## src/rtl/systolic_pkg.sv

```systemverilog
// systolic_pkg: shared types and helpers for the systolic array drain path.
package systolic_pkg;
  localparam int DATA_W_DEFAULT = 16;
  typedef struct packed {
    logic                      last;
    logic [DATA_W_DEFAULT-1:0] col1;
    logic [DATA_W_DEFAULT-1:0] col0;
  } drain_row_t;
  // Keep-mask bit for ReLU: a value survives only when its sign bit is clear.
  function automatic logic relu(input logic msb);
    return !msb;
  endfunction
endpackage

```

## src/rtl/sync_fifo.sv

```systemverilog
// sync_fifo: register-file FIFO with occupancy count; head is shown combinationally from storage.
module sync_fifo #(
  parameter int W     = 8,
  parameter int DEPTH = 4
) (
  input  logic                     clk,
  input  logic                     rst,
  input  logic                     push,
  input  logic                     pop,
  input  logic [W-1:0]             din,
  output logic [W-1:0]             dout,
  output logic                     full,
  output logic                     empty,
  output logic [$clog2(DEPTH):0]   level
);
  localparam int AW = $clog2(DEPTH);
  localparam int LW = AW + 1;
  logic [W-1:0]  mem [DEPTH];
  logic [AW-1:0] wr_ptr, rd_ptr;
  logic          do_push, do_pop;
  // A push into a full FIFO only lands when a pop frees the head slot in the same cycle.
  always_comb begin
    empty   = level == '0;
    full    = level == LW'(DEPTH);
    do_pop  = pop & ~empty;
    do_push = push & (~full | do_pop);
    dout    = mem[rd_ptr];
  end
  always_ff @(posedge clk or negedge rst)
    if (!rst) begin
      for (int i = 0; i < DEPTH; i++) mem[i] <= '0;
      wr_ptr <= '0;
      rd_ptr <= '0;
      level  <= '0;
    end else begin
      if (do_push) mem[wr_ptr] <= din;
      wr_ptr <= wr_ptr + AW'(do_push);
      rd_ptr <= rd_ptr + AW'(do_pop);
      level  <= level + LW'(do_push) - LW'(do_pop);
    end
endmodule

```

## src/rtl/systolic_drain.sv

```systemverilog
// systolic_drain: de-skews the two array columns into rows, tags tile-last rows, buffers them.
// Define SYSTOLIC_DRAIN_RELU_EN to zero negative column values as they are stored.
module systolic_drain
  import systolic_pkg::*;
#(
  parameter int DATA_W = DATA_W_DEFAULT,
  parameter int DEPTH  = 4,
  parameter int ROWS   = 2
) (
  input  logic                   clk,
  input  logic                   rst,
  input  logic                   in_valid,
  input  logic [DATA_W-1:0]      col0_in,
  input  logic [DATA_W-1:0]      col1_in,
  output logic                   out_valid,
  input  logic                   out_ready,
  output logic [DATA_W-1:0]      out_col0,
  output logic [DATA_W-1:0]      out_col1,
  output logic                   out_last,
  output logic [$clog2(DEPTH):0] level,
  output logic                   overflow,
  input  logic                   clear,
  output logic                   busy
);
  localparam int CW = ROWS > 1 ? $clog2(ROWS) : 1;
  localparam logic [CW-1:0] LAST_ROW = CW'(ROWS - 1);
  logic              skew_v, full, empty, pop, last;
  logic [DATA_W-1:0] col0_d, c0, c1;
  logic [CW-1:0]     row_cnt, cnt_eff;
  logic [2*DATA_W:0] row_in, row_out;
  // clear takes effect for a push in the same cycle, so the count used is the cleared one.
  always_comb begin
    cnt_eff = clear ? '0 : row_cnt;
    last    = cnt_eff == LAST_ROW;
`ifdef SYSTOLIC_DRAIN_RELU_EN
    c0 = col0_d & {DATA_W{relu(col0_d[DATA_W-1])}};
    c1 = col1_in & {DATA_W{relu(col1_in[DATA_W-1])}};
`else
    c0 = col0_d;
    c1 = col1_in;
`endif
    row_in    = {last, c1, c0};
    out_valid = ~empty;
    pop       = out_valid & out_ready;
    {out_last, out_col1, out_col0} = row_out;
    busy      = skew_v | ~empty;
  end
  always_ff @(posedge clk or negedge rst)
    if (!rst) begin
      skew_v   <= 1'b0;
      col0_d   <= '0;
      row_cnt  <= '0;
      overflow <= 1'b0;
    end else begin
      skew_v   <= in_valid;
      if (in_valid) col0_d <= col0_in;
      row_cnt  <= skew_v ? (last ? '0 : cnt_eff + 1'b1) : cnt_eff;
      overflow <= clear ? 1'b0 : overflow | (skew_v & full & ~pop);
    end
  sync_fifo #(.W(2*DATA_W+1), .DEPTH(DEPTH)) u_fifo (
    .clk   (clk),
    .rst   (rst),
    .push  (skew_v),
    .pop   (pop),
    .din   (row_in),
    .dout  (row_out),
    .full  (full),
    .empty (empty),
    .level (level)
  );
endmodule

```

## config.mk

```make
export PLATFORM = sky130hd
export DESIGN_NAME = systolic_drain
export DESIGN_NICKNAME = d
export VERILOG_FILES = /design/src/rtl/systolic_pkg.sv /design/src/rtl/sync_fifo.sv /design/src/rtl/systolic_drain.sv
export SDC_FILE = /design/constraint.sdc
export NUM_CORES = 1
export LEC_CHECK = 0
export CORE_UTILIZATION = 45
export CTS_CLUSTER_SIZE = 14
export DETAILED_ROUTE_END_ITERATION = 7
export GPL_TIMING_DRIVEN = 0
export PLACE_DENSITY_LB_ADDON = 0.15
export SYNTH_ARGS = -nofsm -noshare
export SYNTH_HDL_FRONTEND = slang
export SYNTH_HIERARCHICAL = 1
export SYNTH_SLANG_ARGS = --single-unit
```

## constraint.sdc

```tcl
create_clock -name clk -period 2.3 [get_ports clk]
set_input_delay 0.46 -clock clk [delete_from_list [all_inputs] [get_ports clk]]
set_output_delay 0.46 -clock clk [all_outputs]
set_load 0.01 [all_outputs]
```

# == Yosys cells after proc, flatten, opt, wreduce, memory -nomap -nowiden ==
# Index checks and enable logic that the tools add are counted.
# word_totals
inputBits,37
output_inout_bits,39
regBits,158
# classes
eq_ne,1
bitwise_logic,13
n_mux,10
n_reduce_logical,2
add_sub_neg,5
order_cmp,3
# op_table
cell,count
$bwmux 132,1
$mux 33,3
$bmux 33 s2,1
$demux 33 s2,1
$ge 3x3->1 const B,2
$not 2->3,2
$and 1x1->1,5
$add 2x1->2,2
$mux 1,4
$add 3x1->3,1
$eq 3x3->1 const B,1
$logic_not 3->1,1
$lt 3x1->1 const B,1
$not 1->1,3
$or 1x1->1,3
$sub 3x1->3,1
$add 1x1->1 const B,1
$logic_and 1x1->1,1

# == Longest topological paths before layout ==
# Gate-level depths: netlist of the first run.
# logic_depth
word_depth,8
depth_mapped,11
mapped_depth_nobuf,10

# == Hierarchy ==
# Netlist of the first run, hierarchy kept.
# modules_own_cells
module,instances,cells_per_inst,area_per_inst_um2
sync_fifo,1,350,6246.0
systolic_drain,1,45,769.5

# == Worst setup path before layout of the first run ==
# Ideal clock, no wire load.
# synth_path
path_type,reg-to-reg
start,register u_fifo.level[1]
end,register u_fifo.level[2]
period_less_slack_ps,2313
path_stages_with_launch,12
required_time_ps,2172
slack_ps,-13
path_buffers,1
setup_time_ps,128
arrival_time_ps,2185
path_cell_list,dfrtp_1 buf_4 nor3_1 nand2b_1 inv_1 o31ai_1 nand2b_1 o31ai_1 ha_1 fa_1 xor2_1 xnor2_1
# synth_via
elab_chain_cells,8
word_cells_on_any_way,10
# synth_rtl
element,line_no,rtl
start: declaration,sync_fifo.sv:14,output logic [$clog2(DEPTH):0] level
start signal: assignment,sync_fifo.sv:39,level <= level + LW'(do_push) - LW'(do_pop);
$logic_not 3->1 (*),sync_fifo.sv:23,empty = level == '0;
via empty,systolic_drain.sv:27,"logic skew_v, full, empty, pop, last;"
$not 1->1 (*),systolic_drain.sv:43,out_valid = ~empty;
$and 1x1->1 (*),systolic_drain.sv:44,pop = out_valid & out_ready;
via pop,systolic_drain.sv:27,
$and 1x1->1 (*),sync_fifo.sv:25,do_pop = pop & ~empty;
$or 1x1->1,sync_fifo.sv:26,do_push = push & (~full | do_pop);
$and 1x1->1,sync_fifo.sv:26,
$add 3x1->3,sync_fifo.sv:39,
$sub 3x1->3 (*),sync_fifo.sv:39,
# The timed path passes the listed nets; every way through them passes the cells marked *.
# A chain may end at the register's enable or synchronous reset.

# == Final worst setup path of the first run ==
# layout_path
start,register u_fifo.rd_ptr[0]
end,output out_col1[3]
# layout_via
elab_chain_cells,4
# layout_rtl
element,line_no,rtl
start: declaration,sync_fifo.sv:19,"logic [AW-1:0] wr_ptr, rd_ptr;"
start signal: assignment,sync_fifo.sv:38,rd_ptr <= rd_ptr + AW'(do_pop);
$not 2->3 (not written as such),sync_fifo.sv:27,dout = mem[rd_ptr];
$bmux 33 s2,sync_fifo.sv:27,
$mux 33 (not written as such) (2 in series),sync_fifo.sv:27,
end: declaration,systolic_drain.sv:18,"output logic [DATA_W-1:0] out_col1,"
# Every way passes these cells. The select of a mux whose other input is x is not followed.

==> metrics.md, run 1 <==
| Metric | Value |
|---|---|
| Status | finished, violations left |
| Failing checks | hold timing |
| Port Buffers | 75 |
| Post-synthesis mux area share | 36.5% |
| Post-synthesis xor/xnor area fraction | 0.624% |
| Layout Cells excl Fill | 704 |
| Final min period | 2.29 ns |
| Routed len/inst | 19.6 microns |
| Mapped Avg Cell Area | 17.8 sq um |
| P_leak | 3.91 nW |
| Initial Util | 46.1% |
| CTS Hold Bufs | 0 |
| Final nets | roughly 540 |
| Post-DP HPWL | about 8.5 mm |
| Count of final setup violators | 0 |
| Mapped Nets | 436 |
| Largest family of logic cells by synthesized area | multiplexers |
| Slew HR | 61.9% |
| CTS root buf | clkbuf_16 |
| First-pass GRT wire length | 22.5 mm |
| Multi-input combinational cell area | about 0.0029 sq mm |
| Kind of critical path | register to output port |
| # fillers | 1156 |
| Post-DP Area | between 0.008 and 0.009 sq mm |
| Worst Hold Class | input port to async pin |
| Clk network pwr share | 21.2% |
| Adder-Cell Fraction of Synth Area | 0.820% |
| Row cnt | 45 |
| Area share of and/or/nand/nor cells after synthesis | about 1.8% |
| Seq pwr share | between 30% and 40% |
| CP max FO | 5 |
| H-Tree Depth | 4 |
| CTS Buffer Depth | 2 |
| # IOs | 76 |
| WHS | -0.00455 ns |
| Switch share | 29.2% |
| Antenna violations before repair | 0 |
| Cells after DPL | 659 |
| Critical Path RT | 1.84 ns |
| Fin Setup TNS | 0 ns |
| Design area | 0.00897 sq mm |
| Num CTS Buffers | 17 |
| Die Area | 0.0161 sq mm |
| CTS tree | done |
| Clock Skew | 0.00514 ns |
| FF-to-FF setup slack | 0.04 ns |
| CP endpoint kind | output port |
| Die Y | 127 microns |
| Power per Cell Area | 1560 mW/mm^2 |
| DR pass1 iterations | 4 |
| Overflow after GRT | 0 |
| Ant diodes | 0 |
| Post-DR vias/cell | about 5.3 |
| Critical Path AT | 1.83 ns |
| Core footprint | between 0.015 and 0.02 sq mm |
| Number of global-route vias before repair | a little over 4000 |
| Post-route ant nets | 0 |
| Largest net degree at the start of global routing | 101 |
| Final worst-path cycle share | 99.4% |
| Mapped Area | around 0.0070 sq mm |
| RePlAce Congestion | 0.721 |
| Fin. Hold Viols | 1 |
| CP Launch Type | register |
| Clock Pin Slew Worst Setup and Hold Paths | ~0.06 ns |
| Final Core Density | 59.0% |
| Int Power | 9.91 mW |
| Total of max-cap violations | 0 |
| DRC | 0 |
| Measured slew at the worst slew-check pin | 0.571 ns |
| Combinational Power Share | approximately 44% |
| Max VDD drop | 639 uV |
| Yosys warns | 6 |
| Die Span X | approximately 130 microns |
| Final wirelength | about 14 mm |
| Post-synthesis instance total | 395 |
| Fin. max-slew vios | 0 |
| Area growth syn-to-layout | 27.9% |
| Switching power total | approximately 4.1 mW |
| Compound-Gate Fraction of Synth Area | 0.410% |
| Register area share after synthesis | a little under three fifths |
| Library cells used by synthesis | 28 |
| CTS Sinks | 158 |
| RSZ-0062 raised after global routing | true |
| Clk Latency, worst-skew pair | 0.43 ns |
| Share of layout cells above drive strength 1 | 56.8% |
| Reg area | 0.00396 sq mm |
| Register bit total from synthesis | about 160 |
| GR Util All Layers | between 10% and 20% |
| Max Freq | between 400 and 500 MHz |
| Vias post-DR | 3741 |
| First DRT Iteration DRCs | between 100 and 150 |
==> routing by layer <==
metal	share of wire, %	vias to the layer above	GRT usage, %
met5	0	-	0
met4	1.3	0	7.35
met3	4.1	13	5.23
met2	48	62	29.4
met1	46	1980	25.3
li1	-	1686	-
==> critical path: stages (launching register included) <==
cell and delay (ns):
dfrtp_2 0.43, buf_12 0.16, clkbuf_16 0.16, mux4_2 0.51, buf_6 0.14
==> power by group through the flow <==
stage | Sequential [mW] | Combinational (mW) | Clock [mW]
after floorplan | 4.60 | 3.83 | 0
after detailed placement | 4.80 | 5.82 | 0
final | 4.84 | 6.20 | 2.97
after CTS | 4.84 | 5.78 | 3.05
after global placement | 4.73 | 5.69 | 0
after global routing | 5.02 | 6.62 | 3.16
==> metrics by stage <==
| step | setup WS, ns | hold slack (ns) | power [mW] |
|---|---|---|---|
| 3_5_place_dp | -0.429 | 0.468 | 10.6 |
| 2_1_floorplan | 0.0512 | 0.164 | 8.42 |
| 6_report | 0.0145 | -0.00455 | 14.0 |
| 5_1_grt | -0.0549 | 0.0229 | 14.8 |
| 3_3_place_gp | -5.43 | 0.466 | 10.4 |
| 4_1_cts | -0.0919 | 0.00937 | 13.7 |
==> layout make-up <==
type / count / share of cell area (%)
flip-flops and latches: 158 / 44.1
multi-input cells: 208 / 31.9
repair buffers: 91 / 10.8
clock buffers: 19 / 4.83
plain buffers: 22 / 3.39
well taps: 188 / 2.62
clock inverters: 13 / 2.11
inverters: 5 / 0.209
==> layout by cell type, fill, tap and decap left out, drive strengths merged, types with 2 or more instances in the layout <==
| cell | count |
|---|---|
| buf | 64 |
| bufinv | 4 |
| clkbuf | 25 |
| clkdlybuf4s50 | 40 |
| clkinv | 5 |
| clkinvlp | 2 |
| dfrtp | 158 |
| ha | 3 |
| inv | 7 |
| mux2 | 148 |
| mux4 | 33 |
| nand2b | 3 |
| nor2 | 2 |
| nor3 | 2 |
| nor3b | 2 |
| nor4b | 2 |
| o31ai | 2 |
| xor2 | 4 |
==> path summary, 6_finish.rpt <==
path                                   from               to  depth (start not counted)
max                        u_fifo/rd_ptr[0]      out_col1[3]                          4
min                                     rst  u_fifo/mem[125]                          1
max reg2reg                 u_fifo/level[1]  u_fifo/level[2]                         11
min reg2reg                  u_fifo/mem[81]   u_fifo/mem[81]                          1
max in group asynchronous               rst            c0[7]                          2
min in group clk             u_fifo/mem[81]   u_fifo/mem[81]                          1
==> synth_stat cells, drive strengths merged <==
master,n,area share (%)
nand2b,3,0.27
ha,3,0.54
o21a,1,0.11
nor3b,2,0.29
nand2,1,0.053
xor2,4,0.50
mux2,148,26
fa,1,0.29
nor2,2,0.11
nor2b,1,0.089
inv,5,0.27
mux4,33,11
a31oi,1,0.089
dfrtp,158,56
nor4b,2,0.68
o31ai,2,0.21
or4,1,0.11
xnor2,1,0.12
clkbuf,5,0.27
nor3,2,0.21
buf,19,3.0
==> registers in the layout (all words and copies together) (netlist names) <==
register,flops
u_fifo/level,3
u_fifo/wr_ptr,2
row_cnt,1
c0,16
u_fifo/rd_ptr,2
u_fifo/mem,132
overflow,1
skew_v,1
==> timing repair <==
item	4_1_cts	5_1_grt
cloned	1	2
pin swaps	4	4
resized for setup	166	29
setup endpoints to repair	124	70
setup buffers	9	4
==> cell families (layout without fill, tap and decap cells) <==
group	Yosys count	after routing
simple gates	14	14
xor+xnor	5	5
flops	158	158
compound gates	4	4
mux	181	181
fa+ha+maj	4	4
buf+inv	29	150
Note: power is estimated with default switching activity, not from simulation.
==> run 2: changes to the inputs <==
--- a/config.mk
+++ b/config.mk
@@ -6,5 +6,5 @@
 export NUM_CORES = 1
 export LEC_CHECK = 0
-export CORE_UTILIZATION = 45
+export CORE_UTILIZATION = 40
 export CTS_CLUSTER_SIZE = 14
 export DETAILED_ROUTE_END_ITERATION = 7
==> constraint.sdc (replaced) <==
create_clock -name clk -period 2.3 [get_ports clk]
set_input_delay 0.46 -clock clk [delete_from_list [all_inputs] [get_ports clk]]
set_output_delay 0.46 -clock clk [all_outputs]
set_load 0.005 [all_outputs]
==> run 2 against run 1 <==
Compared with the run above:
- the flow finishes with violations (setup timing)
- global-route usage fell by 1.4 points
- maximum frequency down 1.0%
- total power decreased by 3.8%
- sequential power hardly changed
- sequential share of layout area shrank 0.26 points
- worst hold slack improved by 0.014 ns
- cell area increased by 0.59%
- critical endpoint is now out_col0[15]
- largest cell class unchanged
==> metrics.md, run 2 (synthesis gave the netlist of run 1 again) <==
| Metric | Value |
|---|---|
| Measured slew at the worst slew-check pin | 0.556 ns (-0.0147 ns) |
| Worst Hold Class | input port to async pin |
| R2R depth | 10 (-1) |
| First DRT Iteration DRCs | 141 (+13%) |
| Worst-path cell with the longest stage delay | mux4_2 |
| Share of layout cells above drive strength 1 | 58.4% (+1.6 points) |
| RePlAce Congestion | 0.717 (-0.65%) |
| Area growth syn-to-layout | 28.6% |
| Die Area | 0.0181 sq mm (+12%) |
| Kind of critical path | register to output port |
| Number of global-route vias before repair | 4261 (+5.3%) |
| Layout Cells excl Fill | 751 (+6.7%) |
| Reg with most FFs | u_fifo/mem |
| Final worst-path cycle share | 100% (+1.0 points) |
| DR pass1 iterations | 4 (unchanged) |
| CP endpoint kind | output port |
| CP peak stage delay | 0.51 ns (about the same) |
| Status | finished, violations left |
| Num CTS Buffers | 17 (unchanged) |
| Final nets | 554 (+1.8%) |
| # IOs | 76 (unchanged) |
| Fin. max-slew vios | 0 (unchanged) |
| Most used cell along the critical path | buf_12 |
| Critical Path RT | 1.84 ns (about the same) |
| Die Span X | 134 microns (+6.0%) |
| Power per Cell Area | 1490 mW/mm^2 (-4.4%) |
| Count of final setup violators | 2 (+2) |
| Fin. Hold Viols | 0 (-1) |
| Max Freq | 433 MHz (-1.0%) |
| Port Buffers | 75 (unchanged) |
| Cells after DPL | 696 (+5.6%) |
| Worst Path Buf+Inv | 4 (+1) |
| GR Util All Layers | 17.5% (-1.4 points) |
| WHS | 0.00994 ns (+0.0145 ns) |
| Ant diodes | 0 (unchanged) |
| Fin Setup TNS | -0.0167 ns (-0.0167 ns) |
| CP max FO | 5 (unchanged) |
| Total of max-cap violations | 0 (unchanged) |
| Largest net degree at the start of global routing | 102 (+0.99%) |
| CP Cell Sequence | buf_12 > buf_6 > buf_12 > mux4_2 > buf_2 |
| Die Y | 134 microns (+6.0%) |
| Routed len/inst | 19.1 microns (-2.5%) |
| Max FFs per register | 132 (unchanged) |
| First-pass GRT wire length | 23.5 mm (+4.5%) |
| Antenna violations before repair | 0 (unchanged) |
| Final wirelength | 14.3 mm (+4.0%) |
| Row cnt | 48 (+6.7%) |
| Most common cell after layout, fill and taps aside | dfrtp_1 |
| Post-DP HPWL | 8.63 mm (+1.4%) |
| Core footprint | 0.0172 sq mm (+13%) |
| RSZ-0062 raised after global routing | true |
| Crit. path cell count | 5 (+1) |
| Post-route ant nets | 0 (unchanged) |
| CTS tree | done |
| CP Launch Type | register |
| Failing checks | setup timing |
| Overflow after GRT | 0 (unchanged) |
| P_leak | 3.95 nW (+1.0%) |
| Clock Skew | 0.00558 ns (+0.000438 ns) |
| CTS Buffer Depth | 2 (unchanged) |
| CP top delay family | buffers and inverters |
| CTS Sinks | 158 (unchanged) |
| CTS root buf | clkbuf_16 |
| Final worst slack | -0.00907 ns (-0.0236 ns) |
| Clock Pin Slew Worst Setup and Hold Paths | 0.06 ns (about the same) |
| Critical Path AT | 1.85 ns (+0.02 ns) |
| Final min period | 2.31 ns (+0.0236 ns) |
| Vias post-DR | 3763 (+0.59%) |
| Post-DR vias/cell | 5.01 (-5.7%) |
| Max VDD drop | 667 uV (+4.4%) |
| Clk Latency, worst-skew pair | 0.42 ns (about the same) |
| Initial Util | 40.7% (-5.4 points) |
| Slew HR | 62.9% (+0.98 points) |
| DRC | 0 (unchanged) |
| H-Tree Depth | 4 (unchanged) |
| Most frequent cells in the layout | dfrtp_1 (154), mux2_2 (106), mux2_4 (40) |
-- run 2: changes by cell type in the layout (fill, tap and decap cells not counted), sizes merged --
cell           previous run  this run
bufinv                    4         3
clkdlybuf4s50            40        39
clkinv                    5         4
inv                       7        10
dlymetal6s2s              1         2
buf                      64        74
dlygate4sd2               1         0
-- run 2: metrics by stage --
| step | setup WS [ns] | utilization (%) | power, mW | cell area (sq um) |
|---|---|---|---|---|
| detailed placement | -0.400 | 46.9 | 10.4 | 8080 |
| CTS | -0.112 | 52.0 | 13.6 | 8950 |
| global route | -0.0856 | 52.3 | 14.3 | 9020 |
| floorplan | 0.0217 | - | 8.16 | 7020 |
| finish | -0.00907 | 52.3 | 13.5 | 9020 |
| global placement | -5.59 | 46.7 | 10.2 | 8050 |
-- run 2: path summary, 6_finish.rpt --
kind	start	endpoint	slack, ns
min in group clk	u_fifo/mem[81]	u_fifo/mem[81]	0.48
setup / recovery	u_fifo/rd_ptr[0]	out_col0[15]	-0.009
setup reg to reg	u_fifo/level[1]	u_fifo/mem[102]	0.03
hold / removal	rst	u_fifo/mem[129]	0.01
hold reg to reg	u_fifo/mem[81]	u_fifo/mem[81]	0.48
max in group asynchronous	rst	u_fifo/mem[75]	1.38
-- run 2: power breakdown --
group	switching (mW)	total [mW]	internal [mW]
Sequential	0.717	4.81	4.09
Combinational	2.00	5.72	3.73
Clock	1.18	2.94	1.76
Total	3.89	13.5	9.58
-- run 2: area by class of cell --
cell class                 count  area (sq um)
fill                        1395          8210
buffer                        21           259
timing repair buffer         102          1010
clock buffer                  18           439
multi-input combinational    208          2870
clock inverter                14           183
inverter                       5          21.3
sequential                   158          3960
tap                          225           282
-- run 2: layer usage --
metal  vias to the layer above  track usage, %  part of all wire (%)
li1                       1706               -                     -
met2                        56            28.6                    49
met5                         -               0                     0
met4                         0            5.24                  0.90
met1                      1992            23.0                    46
met3                         9            4.46                   3.4
-- run 2: timing repair --
| item | in CTS | in global routing |
|---|---|---|
| pin swaps | 2 | 3 |
| gates resized for setup | 161 | 17 |
| setup endpoints to repair | 127 | 122 |
| buffers inserted | 17 | 5 |
| hold endpoints to repair | 0 | 0 |
| hold buffers | 0 | 0 |
| cloned | 4 | 2 |
